File: src/rtl/mul_share_pkg.sv
// Shared types and sizing helpers for the multiplier-sharing scheduler.
package mul_share_pkg;

    localparam int LAT_MIN = 1;
    localparam int LAT_MAX = 4;
    // Widest requester index supported (NREQ up to 16).
    localparam int IDW_MAX = 4;

    function automatic int IDW(input int n);
        return ($clog2(n) < 1) ? 1 : $clog2(n);
    endfunction

    typedef struct packed {
        logic               valid;
        logic [IDW_MAX-1:0] id;
    } stage_ctl_t;

endpackage

File: src/rtl/MulUns.sv
// Unsigned multiplier: partial products reduced by a carry-save chain, then a final carry-propagate adder.
// Purely combinational; speed 0 selects a ripple adder, anything else a log-depth prefix adder.
module MulUns #(
    parameter int widthX = 16,
    parameter int widthY = 16,
    parameter int speed  = 2
) (
    input  logic [widthX-1:0]        X,
    input  logic [widthY-1:0]        Y,
    output logic [widthX+widthY-1:0] P
);

    localparam int PW = widthX + widthY;

    logic [PW-1:0] w_s;
    logic [PW-1:0] w_c;

    // Carries shifted out of the top bit are dropped: the true product always fits in PW bits.
    always_comb begin
        logic [PW-1:0] s, c, pp, t;
        s  = '0;
        c  = '0;
        pp = '0;
        t  = '0;
        for (int i = 0; i < widthX; i++) begin
            pp = X[i] ? (PW'(Y) << i) : '0;
            t  = s ^ c ^ pp;
            c  = ((s & c) | (s & pp) | (c & pp)) << 1;
            s  = t;
        end
        w_s = s;
        w_c = c;
    end

    if (speed == 0) begin : g_ripple
        always_comb begin
            logic cy;
            cy = 1'b0;
            P  = '0;
            for (int i = 0; i < PW; i++) begin
                P[i] = w_s[i] ^ w_c[i] ^ cy;
                cy   = (w_s[i] & w_c[i]) | (cy & (w_s[i] ^ w_c[i]));
            end
        end
    end else begin : g_prefix
        // Descending index within a level so each step reads the previous level's value.
        always_comb begin
            logic [PW-1:0] g, p;
            g = w_s & w_c;
            p = w_s ^ w_c;
            for (int d = 1; d < PW; d = d * 2) begin
                for (int i = PW - 1; i >= d; i--) begin
                    g[i] = g[i] | (p[i] & g[i-d]);
                    p[i] = p[i] & p[i-d];
                end
            end
            P = (w_s ^ w_c) ^ {g[PW-2:0], 1'b0};
        end
    end

endmodule

File: src/rtl/mul_rr_arbiter.sv
// Round-robin arbiter: grants the first requester after the last accepted one.
// Grant is combinational from Req and the pointer; the pointer moves only when Advance is high.
module mul_rr_arbiter
    import mul_share_pkg::*;
#(
    parameter int NREQ = 4,
    localparam int IW  = IDW(NREQ)
) (
    input  logic            CLK,
    input  logic            RST,
    input  logic [NREQ-1:0] Req,
    input  logic            Advance,
    output logic [NREQ-1:0] Grant,
    output logic [IW-1:0]   GrantId
);

    logic [IW-1:0] r_ptr;
    logic          w_found;

    // Scan from farthest to nearest so the nearest requester after r_ptr wins.
    always_comb begin
        logic [IW-1:0] idx;
        Grant   = '0;
        GrantId = '0;
        w_found = 1'b0;
        idx     = '0;
        for (int off = NREQ; off >= 1; off--) begin
            idx = IW'((int'(r_ptr) + off) % NREQ);
            if (Req[idx]) begin
                GrantId = idx;
                w_found = 1'b1;
            end
        end
        if (w_found) begin
            Grant[GrantId] = 1'b1;
        end
    end

    always_ff @(posedge CLK or posedge RST) begin
        if (RST) begin
            r_ptr <= IW'(NREQ - 1);
        end else if (Advance) begin
            r_ptr <= GrantId;
        end
    end

endmodule

File: src/rtl/mul_share_sched.sv
// Shares one MulUns among NREQ requesters with round-robin grants; LAT cycles accept-to-response.
// Elastic stages collapse bubbles; RspReady low stalls the pipe and, once full, drops all ReqReady.
module mul_share_sched
    import mul_share_pkg::*;
#(
    parameter int NREQ   = 4,
    parameter int widthX = 16,
    parameter int widthY = 16,
    parameter int speed  = 2,
    parameter int LAT    = 2
) (
    input  logic                       CLK,
    input  logic                       RST,
    input  logic [NREQ-1:0]            ReqValid,
    output logic [NREQ-1:0]            ReqReady,
    input  logic [NREQ*widthX-1:0]     ReqX,
    input  logic [NREQ*widthY-1:0]     ReqY,
    output logic                       RspValid,
    input  logic                       RspReady,
    output logic [IDW(NREQ)-1:0]       RspId,
    output logic [widthX+widthY-1:0]   RspP,
    output logic                       Busy
);

    localparam int IW   = IDW(NREQ);
    localparam int PW   = widthX + widthY;
    localparam int NSTG = (LAT < LAT_MIN) ? LAT_MIN : ((LAT > LAT_MAX) ? LAT_MAX : LAT);

    logic [NREQ-1:0]   w_grant;
    logic [IW-1:0]     w_gid;
    logic              w_accept;
    logic [widthX-1:0] w_selx;
    logic [widthY-1:0] w_sely;
    logic [widthX-1:0] r_x;
    logic [widthY-1:0] r_y;
    logic [PW-1:0]     w_prod;
    logic [NSTG-1:0]   w_vld;
    logic [NSTG-1:0]   w_load;
    stage_ctl_t        r_ctl [NSTG];
    logic [PW-1:0]     w_sp  [NSTG];

    mul_rr_arbiter #(.NREQ(NREQ)) u_arb (
        .CLK     (CLK),
        .RST     (RST),
        .Req     (ReqValid),
        .Advance (w_accept),
        .Grant   (w_grant),
        .GrantId (w_gid)
    );

    MulUns #(.widthX(widthX), .widthY(widthY), .speed(speed)) u_mul (
        .X (r_x),
        .Y (r_y),
        .P (w_prod)
    );

    // Held off during reset so nothing can be accepted into a pipe that is being cleared.
    assign ReqReady = w_grant & {NREQ{w_load[0] & ~RST}};
    assign w_accept = |ReqReady;

    always_comb begin
        w_selx = '0;
        w_sely = '0;
        for (int i = 0; i < NREQ; i++) begin
            if (w_grant[i]) begin
                w_selx = ReqX[i*widthX +: widthX];
                w_sely = ReqY[i*widthY +: widthY];
            end
        end
    end

    // A stage may load when it is empty or its occupant moves on this cycle.
    always_comb begin
        logic ld;
        ld = RspReady;
        for (int k = NSTG - 1; k >= 0; k--) begin
            w_vld[k]  = r_ctl[k].valid;
            ld        = ~r_ctl[k].valid | ld;
            w_load[k] = ld;
        end
    end

    assign w_sp[0] = w_prod;

    for (genvar k = 0; k < NSTG; k++) begin : g_stg
        if (k == 0) begin : g_s0
            always_ff @(posedge CLK or posedge RST) begin
                if (RST) begin
                    r_ctl[0] <= '0;
                    r_x      <= '0;
                    r_y      <= '0;
                end else if (w_load[0]) begin
                    r_ctl[0].valid <= w_accept;
                    r_ctl[0].id    <= IDW_MAX'(w_gid);
                    r_x            <= w_selx;
                    r_y            <= w_sely;
                end
            end
        end else begin : g_sn
            logic [PW-1:0] r_p;
            always_ff @(posedge CLK or posedge RST) begin
                if (RST) begin
                    r_ctl[k] <= '0;
                    r_p      <= '0;
                end else if (w_load[k]) begin
                    r_ctl[k] <= r_ctl[k-1];
                    r_p      <= w_sp[k-1];
                end
            end
            assign w_sp[k] = r_p;
        end
    end

    assign RspValid = r_ctl[NSTG-1].valid;
    assign RspId    = IW'(r_ctl[NSTG-1].id);
    assign RspP     = w_sp[NSTG-1];
    assign Busy     = |w_vld;

endmodule
File: config.mk
export PLATFORM = sky130hd
export DESIGN_NAME = mul_share_sched
export DESIGN_NICKNAME = d
export VERILOG_FILES = /design/src/rtl/mul_share_pkg.sv /design/src/rtl/MulUns.sv /design/src/rtl/mul_rr_arbiter.sv /design/src/rtl/mul_share_sched.sv
export SDC_FILE = /design/constraint.sdc
export NUM_CORES = 1
export LEC_CHECK = 0
export ABC_AREA = 1
export CELL_PAD_IN_SITES_DETAIL_PLACEMENT = 2
export CELL_PAD_IN_SITES_GLOBAL_PLACEMENT = 2
export CORE_MARGIN = 5
export CORE_UTILIZATION = 39
export CTS_BUF_LIST = sky130_fd_sc_hd__clkbuf_16
export DETAILED_ROUTE_END_ITERATION = 8
export DONT_BUFFER_PORTS = 1
export PLACE_DENSITY = 0.84
export SLEW_MARGIN = 20
export SYNTH_ARGS = -nofsm -noshare
export SYNTH_HDL_FRONTEND = slang
export SYNTH_SLANG_ARGS = --single-unit
File: constraint.sdc
create_clock -name CLK -period 12.1 [get_ports CLK]
set_clock_uncertainty 0.1 [all_clocks]
set_input_delay 2.42 -clock CLK [delete_from_list [all_inputs] [get_ports CLK]]
set_output_delay 2.42 -clock CLK [all_outputs]
set_load 0.01 [all_outputs]
# Yosys cells after proc, flatten, opt, wreduce, memory -nomap -nowiden
# Index checks and enable logic that the tools add are counted.
# Widths: inputs -> output; s select.
[op_classes]
add_sub_neg = 4
n_lt_le_gt_ge = 6
mux = 43
bitwise = 452
n_reduce_logical = 3
[ops]
columns = ["op", "count"]
rows = [
  ["$and 31x31->31", 43],
  ["$or 31x31->31", 28],
  ["$xor 32x32->32", 16],
  ["$and 1x1->1", 219],
  ["$mux 16", 9],
  ["$or 1x1->1", 126],
  ["$xor 32x18->32", 1],
  ["$xor 32x19->32", 1],
  ["$xor 32x20->32", 1],
  ["$xor 32x21->32", 1],
  ["$xor 32x22->32", 1],
  ["$xor 32x23->32", 1],
  ["$xor 32x24->32", 1],
  ["$xor 32x25->32", 1],
  ["$xor 32x26->32", 1],
  ["$xor 32x27->32", 1],
  ["$xor 32x28->32", 1],
  ["$xor 32x29->32", 1],
  ["$xor 32x30->32", 1],
  ["$xor 32x31->32", 1],
  ["$mux 31", 1],
  ["$mux 30", 1],
  ["$mux 29", 1],
  ["$mux 28", 1],
  ["other kinds (27)", 49],
]
[word_totals]
regBits = 72
in_bits = 135
out_inout_bits = 40

# Logic depth before layout (Yosys ltp)
# Gate-level depths: netlist (run 1).
[depth]
word_depth = 55
ltp_mapped = 35

# Cells and area by module
# A second synthesis (run 1) with hierarchy kept.
[unflattened]
cells_unflattened = 1547
hier_area_um2 = 11851.4
[by_module_without_submodules]
columns = ["module", "instances", "cells_per_inst", "area_each_um2"]
rows = [
  ["MulUns", 1, 964, 7477.2],
  ["mul_share_sched", 1, 520, 4043.9],
  ["mul_rr_arbiter", 1, 63, 330.3],
]

# Least setup slack after synthesis (run 1)
# Ideal clock, no wire load.
[synth_timing]
kind = "register to register"
start = "register r_x[1]"
end = "register g_stg[1].g_sn.r_p[26], in the netlist RspP[26]"
setup_ns = 0.118
arrival_time_ns = 9.303
t_required_ns = 11.882
slack_ns = 2.579
stages_incl_launch_ff = 35
path_buffers = 2
period_less_slack_ns = 9.521
cell_sequence = "dfrtp_1 -> clkbuf_1 -> clkbuf_1 -> nand2_1 -> inv_1 -> ha_1 -> inv_1 -> fa_1 -> inv_1 -> fa_1 -> fa_1 -> fa_1 -> fa_1 -> fa_1 -> fa_1 -> fa_1 -> fa_1 -> fa_1 -> fa_1 -> fa_1 -> fa_1 -> inv_1 -> fa_1 -> inv_1 -> ha_1 -> inv_1 -> fa_1 -> o21ai_0 -> a21oi_1 -> o21ai_0 -> nand2_1 -> nand2_1 -> nand2_1 -> nand3_1 -> nand2_1"
[synth_between]
elab_chain_len = 54
word_cells_on_any_way = 176
[synth_lines]
columns = ["element", "line", "source"]
rows = [
  ["start, declared", "mul_share_sched.sv:34", "logic [widthX-1:0] r_x;"],
  ["start signal, assigned", "mul_share_sched.sv:95", "r_x <= w_selx;"],
  ["$mux 17 (*)", "MulUns.sv:26", "pp = X[i] ? (PW'(Y) << i) : '0;"],
  ["$xor 16x17->17 or $and 16x17->17 (tied branches)", "MulUns.sv:27, MulUns.sv:28", ""],
  ["$and 31x31->31", "MulUns.sv:28", "c = ((s & c) | (s & pp) | (c & pp)) << 1;"],
  ["$or 31x31->31 (2 in series)", "MulUns.sv:28", ""],
  ["$and 31x31->31", "MulUns.sv:28", ""],
  ["$or 31x31->31 (2 in series)", "MulUns.sv:28", ""],
  ["$and 31x31->31", "MulUns.sv:28", ""],
  ["$or 31x31->31 (2 in series)", "MulUns.sv:28", ""],
  ["(+34 left out)", "--", ""],
  ["$and 1x1->1", "MulUns.sv:53", "g[i] = g[i] | (p[i] & g[i-d]);"],
  ["$or 1x1->1", "MulUns.sv:53", ""],
  ["$and 1x1->1", "MulUns.sv:53", ""],
  ["$or 1x1->1", "MulUns.sv:53", ""],
  ["$and 1x1->1 or $or 1x1->1 (tied branches)", "MulUns.sv:53", ""],
  ["$or 1x1->1 or $and 1x1->1 (tied branches)", "MulUns.sv:53", ""],
  ["$or 1x1->1 (2 in series)", "MulUns.sv:53", ""],
  ["$xor 32x32->32 (*)", "MulUns.sv:57", "P = (w_s ^ w_c) ^ {g[PW-2:0], 1'b0};"],
  ["end signal, assigned", "mul_share_sched.sv:107", "r_p <= w_sp[k-1];"],
  ["end, declared", "mul_share_sched.sv:100", "logic [PW-1:0] r_p;"],
]
# Every way passes the cells marked *; elsewhere a longest branch is shown, timed or not.
# A chain may end at the register's enable or synchronous reset.

# Final worst setup path (run 1)
# Ends and elaborated chain as after synthesis.

==> run_results.csv, run 1 <==
group,metric,value,unit
run_status,status,"finished, final reports clean",
clock_tree,htreeDepth,3,
global_routing,gr-usage-all-layers,23.0,%
setup_path,cp_data_required_time,12250,ps
placement,io_buffers,0,
cells_and_area,drive_above_1_share,3.82,%
synth,ys_types,43,
clock_tree,clk_latency,360,ps
route,drc,0,
global_routing,antenna_found_initial,0,
synth,synth_edf_count,0,
timing,fin_crit,10610,ps
synth,ys.flop_type,"dfrtp_1",
setup_path,critPathSlowestCell,"dfrtp_1",
route,drt-initial-drc-count,261,
clock_tree,path_clk_slew,70,ps
timing,tightest_slew,961,ps
global_routing,grt_max_degree,73,
floorplan,start_util,39.7,%
timing,setup_tns,0,ps
setup_path,arrival,10770,ps
cells_and_area,syn_to_final_growth,3.64,%
clock_tree,root_buffer,"clkbuf_16",
synth,async_flop_share,100,%
global_routing,globalRoute.totalOverflow,0,
clock_tree,post_cts_buffers,0,
synth,synth.area.top_cells,"fa_1 38%, nand2_1 18%, dfrtp_1 16%",
timing,hold_violations,0,
cells_and_area,nNetsFinal,1734,
synth,synth.cell_area,11100,µm²
timing,post-route-period-util,87.7,%
synth,synth_top_area_cell,"fa_1",
worst_hold_path,min_path_type,"flop to flop",
timing,drv_slew,0,
synth,netlist_instances,1432,
synth,netlist.area_leader.share,38.1,%
synth,syn-num-nets,1808,
timing,setup_viol,0,
route,vias,8886,
clock_tree,clock_sinks,72,
route,ant_nets,0,
floorplan,coreArea,27900,µm²
setup_path,path_max_fanout,17,
floorplan,dieWidth,179,µm
setup_path,startpoint_type,"flop",
clock_tree,ctsResizeCount,0,
flow_run,maxCapViolations,0,
synth,ys_warn_count,0,
placement,place.gp.congestion,0.816,
route,firstDrtPassIters,4,
clock_tree,clockBufferDepth,2,
setup_path,crit_top_cell,"fa_1",
synth,ys_ff_latch,72,
timing,fmax,0.0942,GHz
clock_tree,cts_buffers,9,
clock_tree,cts_tree,"built",
cells_and_area,diodes,0,
floorplan,dieArea,31900,µm²
global_routing,grt_pass1_wl,57000,µm
setup_path,crit_type,"flop to flop",
placement,hpwlAfterDp,28200,µm
route,wl_per_cell,19.9,µm
timing,rsz0062_at_grt,"no",
timing,slew_headroom,35.6,%
route,vias_per_cell,5.10,
setup_path,max_stage_delay,730,ps
floorplan,pin_count,175,
floorplan,rows,61,
floorplan,die_h,179,µm
setup_path,end_kind,"flop",
synth,ys_seq_area_share,16.3,%
cells_and_area,mostFrequentLayoutCells,"518 x nand2_1, 287 x inv_1, 211 x fa_1",
synth,synth.avg_cell_area,7.74,µm²
cells_and_area,mostFrequentLayoutCell,"nand2_1",
global_routing,grt_pass1_vias,10969,
timing,holdWs,448,ps
clock_tree,hold_buffers,0,
route,routed_wl,34600,µm
## path summary, 6_finish.rpt
| path | start | end | slack [ps] | cells past startpoint |
|---|---|---|---|---|
| setup / recovery | r_x[1] | RspP[26] | 1490 | 32 |
| hold / removal | u_arb.r_ptr[1] | u_arb.r_ptr[1] | 450 | 2 |
| setup reg to reg | r_x[1] | RspP[26] | 1490 | 32 |
| hold reg to reg | u_arb.r_ptr[1] | u_arb.r_ptr[1] | 450 | 2 |
| max in group asynchronous | RST | RspP[6] | 9060 | 2 |
| min in group asynchronous | RST | r_y[9] | 2230 | 2 |
## logic make-up (layout without fill, tap and decap cells)
kind of cell / after synthesis / after routing / share of synthesized area (%)
buf+inv: 388 / 319 / 14.0
mux: 1 / 1 / 0.102
fa+ha+maj: 241 / 241 / 41.5
xor+xnor: 5 / 5 / 0.395
flops: 72 / 72 / 16.3
compound gates: 121 / 121 / 5.72
simple gates: 604 / 604 / 22.0
## worst max-delay path, delay by kind of cell (launching register included)
family	cells	cell delay [ps]
compound gates	3	970
buf+inv	6	500
flops	1	730
fa+ha+maj	17	7690
simple gates	6	530
## state kept, by name (all words and copies together) (netlist names)
signal	flops
RspP	32
r_x	16
r_y	16
r_ctl	3
RspId	2
u_arb.r_ptr	2
RspValid	1
## area by class of cell
class | count | area (µm²)
Fill cell | 3284 | 16400
Multi-Input combinational cell | 972 | 7730
Sequential cell | 72 | 1800
Inverter | 294 | 1110
Tap cell | 378 | 473
Clock buffer | 9 | 225
Timing Repair Buffer | 9 | 80.1
Clock inverter | 7 | 61.3
## synthesized netlist by cell type, types with 2 or more instances
library cell,count
a21oi_1,13
inv_2,3
nor2_2,3
nand3_1,44
nand2_1,518
or2_2,3
buf_6,10
dfstp_2,2
xnor2_1,3
nor3_1,3
ha_1,30
a21o_1,2
clkbuf_1,75
nand3_2,3
nor2_1,15
buf_4,2
nand2_4,2
dfrtp_1,70
nand2_2,4
buf_2,5
o21ai_1,37
xor2_1,2
a31oi_1,5
o21ai_0,58
nand3b_1,2
nand4_1,4
inv_1,288
fa_1,211
## stage by stage
stage | worst slack [ps] | instances | utilization, % | instance area [µm²]
2_1_floorplan | 2580 | 1432 | - | 11100
3_5_place_dp | 1690 | 1724 | 40.0 | 11200
3_3_place_gp | 2320 | 1724 | 40.0 | 11200
6_report | 1490 | 1741 | 41.1 | 11500
5_1_grt | 1100 | 1741 | 41.1 | 11500
4_1_cts | 1520 | 1740 | 41.0 | 11500
## metal layers
| layer | track usage [%] | wire [µm] | part of all wire [%] | vias up |
|---|---|---|---|---|
| li1 | - | - | - | 4005 |
| met1 | 26.5 | 13600 | 39 | 4605 |
| met2 | 43.1 | 18600 | 54 | 212 |
| met3 | 3.77 | 1360 | 3.9 | 64 |
| met4 | 7.55 | 1080 | 3.1 | 0 |
| met5 | 0 | 0 | 0 | - |
Power of run 1 is left out: the tool's default activity adds up to more than one toggle a clock period on the data nets, which glitch-free logic cannot reach.
==> run 2: changes to the inputs <==
--- a/config.mk
+++ b/config.mk
@@ -5,15 +5,15 @@
 export SDC_FILE = /design/constraint.sdc
 export NUM_CORES = 1
 export LEC_CHECK = 0
-export ABC_AREA = 1
 export CELL_PAD_IN_SITES_DETAIL_PLACEMENT = 2
 export CELL_PAD_IN_SITES_GLOBAL_PLACEMENT = 2
 export CORE_MARGIN = 5
-export CORE_UTILIZATION = 39
+export CORE_UTILIZATION = 40
 export CTS_BUF_LIST = sky130_fd_sc_hd__clkbuf_16
+export CTS_CLUSTER_SIZE = 24
 export DETAILED_ROUTE_END_ITERATION = 8
 export DONT_BUFFER_PORTS = 1
-export PLACE_DENSITY = 0.84
+export PLACE_DENSITY = 0.8
 export SLEW_MARGIN = 20
 export SYNTH_ARGS = -nofsm -noshare
 export SYNTH_HDL_FRONTEND = slang
==> run 2 against run 1 <==
  * Clock-buffer cell count unchanged
  * Worst setup slack better by 280 ps
  * Utilization grew 1.6 points
  * Flip-flop and latch count unchanged
  * Hold slack got worse by 34 ps
  * Die area shrank 5.6%
  * Critical path depth is 4 lower
  * Critical path type unchanged
  * Synthesized cell count is 25% lower
  * Non-clock buffer count decreased by 1
==> run_results.csv, run 2 <==
group,metric,value,unit
setup_path,crit_family,"adder cells",
route,drt-initial-drc-count,219,
setup_path,crit_type,"flop to flop",
cells_and_area,fillers,2749,
cells_and_area,regArea,1800,µm²
timing,drv_slew,0,
setup_path,cp_data_required_time,12250,ps
synth,ys_seq_area_share,16.9,%
setup_path,end_kind,"flop",
clock_tree,htreeDepth,3,
route,firstDrtPassIters,4,
floorplan,dieArea,30100,µm²
worst_hold_path,hold_path_depth,1,
floorplan,dieWidth,174,µm
clock_tree,ctsResizeCount,0,
setup_path,crit_buf_inv,5,
synth,ys_warn_count,0,
worst_hold_path,min_path_type,"flop to flop",
timing,tightest_slew,1120,ps
setup_path,r2r_start,"r_x[1]",
synth,async_flop_share,100,%
setup_path,timing.rr.end,"RspP[30]",
global_routing,met3_usage,2.49,%
clock_tree,post_cts_buffers,0,
timing,setup_tns,0,ps
global_routing,globalRoute.totalOverflow,0,
synth,ys_types,48,
run_status,status,"finished, final reports clean",
synth,synth.avg_cell_area,10.0,µm²
placement,hpwlAfterDp,22700,µm
setup_path,reg2reg_depth,28,
cells_and_area,diodes,0,
global_routing,met2_usage,35.6,%
global_routing,grt_max_degree,58,
timing,slew_headroom,25.3,%
clock_tree,hold_buffers,0,
placement,place.gp.congestion,0.781,
synth,synth.cell_area,10700,µm²
synth,synth_common_cells,"211 x fa_1, 160 x nand2_1, 127 x and2_1",
global_routing,gr-usage-all-layers,19.0,%
route,drc,0,
timing,rsz0062_at_grt,"no",
route,ant_nets,0,
floorplan,die_h,174,µm
flow_run,maxCapViolations,0,
synth,synth_edf_count,0,
worst_hold_path,min_from,"r_ctl[9]",
cells_and_area,drive_above_1_share,3.42,%
setup_path,r2r_setup_slack,1760,ps
setup_path,crit_top_cell,"fa_1",
cells_and_area,largest_register_ffs,32,
route,vias,7371,
synth,synth_top_area_cell,"fa_1",
synth,netlist_instances,1069,
timing,hold_violations,0,
clock_tree,clk_latency,360,ps
worst_hold_path,min_to,"RspValid",
route,routed_wl,27700,µm
clock_tree,clock_sinks,72,
setup_path,startpoint_type,"flop",
route,vias_per_cell,5.42,
placement,io_buffers,0,
synth,syn-num-nets,1445,
placement,dp_slack,1800,ps
global_routing,grt_pass1_wl,46500,µm
setup_path,critPathSlowestCell,"dfrtp_1",
clock_tree,cts_tree,"built",
synth,ys.flop_type,"dfrtp_1",
timing,fmax,0.0968,GHz
global_routing,antenna_found_initial,0,
global_routing,top_usage_layer,"met2",
timing,post-route-period-util,85.4,%
synth,netlist.area_leader.share,39.5,%
cells_and_area,syn_to_final_growth,4.68,%
global_routing,grt.met1_usage,23.1,%
route,wl_per_cell,20.4,µm
timing,setup_viol,0,
synth,ys_ff_latch,72,
clock_tree,root_buffer,"clkbuf_16",
floorplan,pin_count,175,
synth,synth.most_common_cell,"fa_1",
synth,synth.area.top_cells,"fa_1 40%, dfrtp_1 16%, mux2i_1 9.0%",
cells_and_area,nNetsFinal,1395,
cells_and_area,multiInputGateArea,8180,µm²
setup_path,path_max_fanout,17,
floorplan,coreArea,26200,µm²
timing,setup_slack,1760,ps
global_routing,grt_pass1_vias,8936,
timing,fin_crit,10340,ps
setup_path,arrival,10490,ps
cells_and_area,mostFrequentLayoutCells,"211 x fa_1, 160 x nand2_1, 127 x and2_1",
clock_tree,path_clk_slew,70,ps
floorplan,start_util,40.8,%
setup_path,max_stage_delay,570,ps
clock_tree,cts_buffers,9,
floorplan,rows,59,
clock_tree,clockBufferDepth,2,
cells_and_area,mostFrequentLayoutCell,"fa_1",
run 2: final cells by class:
cell class              count  share of cell area (%)
clock buffers               9                    2.01
clock inverters             7                   0.704
inverters                 114                    3.83
multi-input cells         814                    73.0
flip-flops and latches     72                    16.1
well taps                 335                    3.74
repair buffers              8                   0.537
run 2: cell families (layout without fill, tap and decap cells):
| logic type | count (synthesis) | after routing | share of synthesized area [%] |
|---|---|---|---|
| and+or+nand+nor | 358 | 358 | 16.3 |
| adders and majority gates | 241 | 241 | 43.0 |
| buffers and inverters | 183 | 138 | 6.90 |
| AOI/OAI and AO/OA | 109 | 109 | 7.10 |
| muxes | 98 | 98 | 9.20 |
| DFF | 72 | 72 | 16.9 |
| xor gates and xnor gates | 8 | 8 | 0.655 |
run 2: worst max path at each step:
stage	start	end	cells after the start
6_report	r_x[1]	RspP[30]	28
4_1_cts	r_x[1]	RspP[30]	28
2_1_floorplan	r_x[1]	RspP[30]	29
3_3_place_gp	r_y[15]	RspP[30]	28
3_5_place_dp	r_x[1]	RspP[30]	28
5_1_grt	r_x[1]	RspP[30]	28
run 2: stage by stage:
stage	utilization, %	std cells	hold slack (ps)	instance area (µm²)
4_1_cts	42.7	1359	417	11200
2_1_floorplan	-	1069	339	10700
3_5_place_dp	41.6	1343	404	10900
6_report	42.7	1359	414	11200
5_1_grt	42.7	1359	443	11200
3_3_place_gp	41.6	1343	381	10900
run 2: layer usage:
| layer | share of wire, % | up-vias |
|---|---|---|
| li1 | - | 3270 |
| met1 | 41 | 3902 |
| met2 | 54 | 169 |
| met3 | 3.8 | 30 |
| met4 | 1.7 | 0 |
| met5 | 0 | - |
Power of run 2 is left out for the same reason.
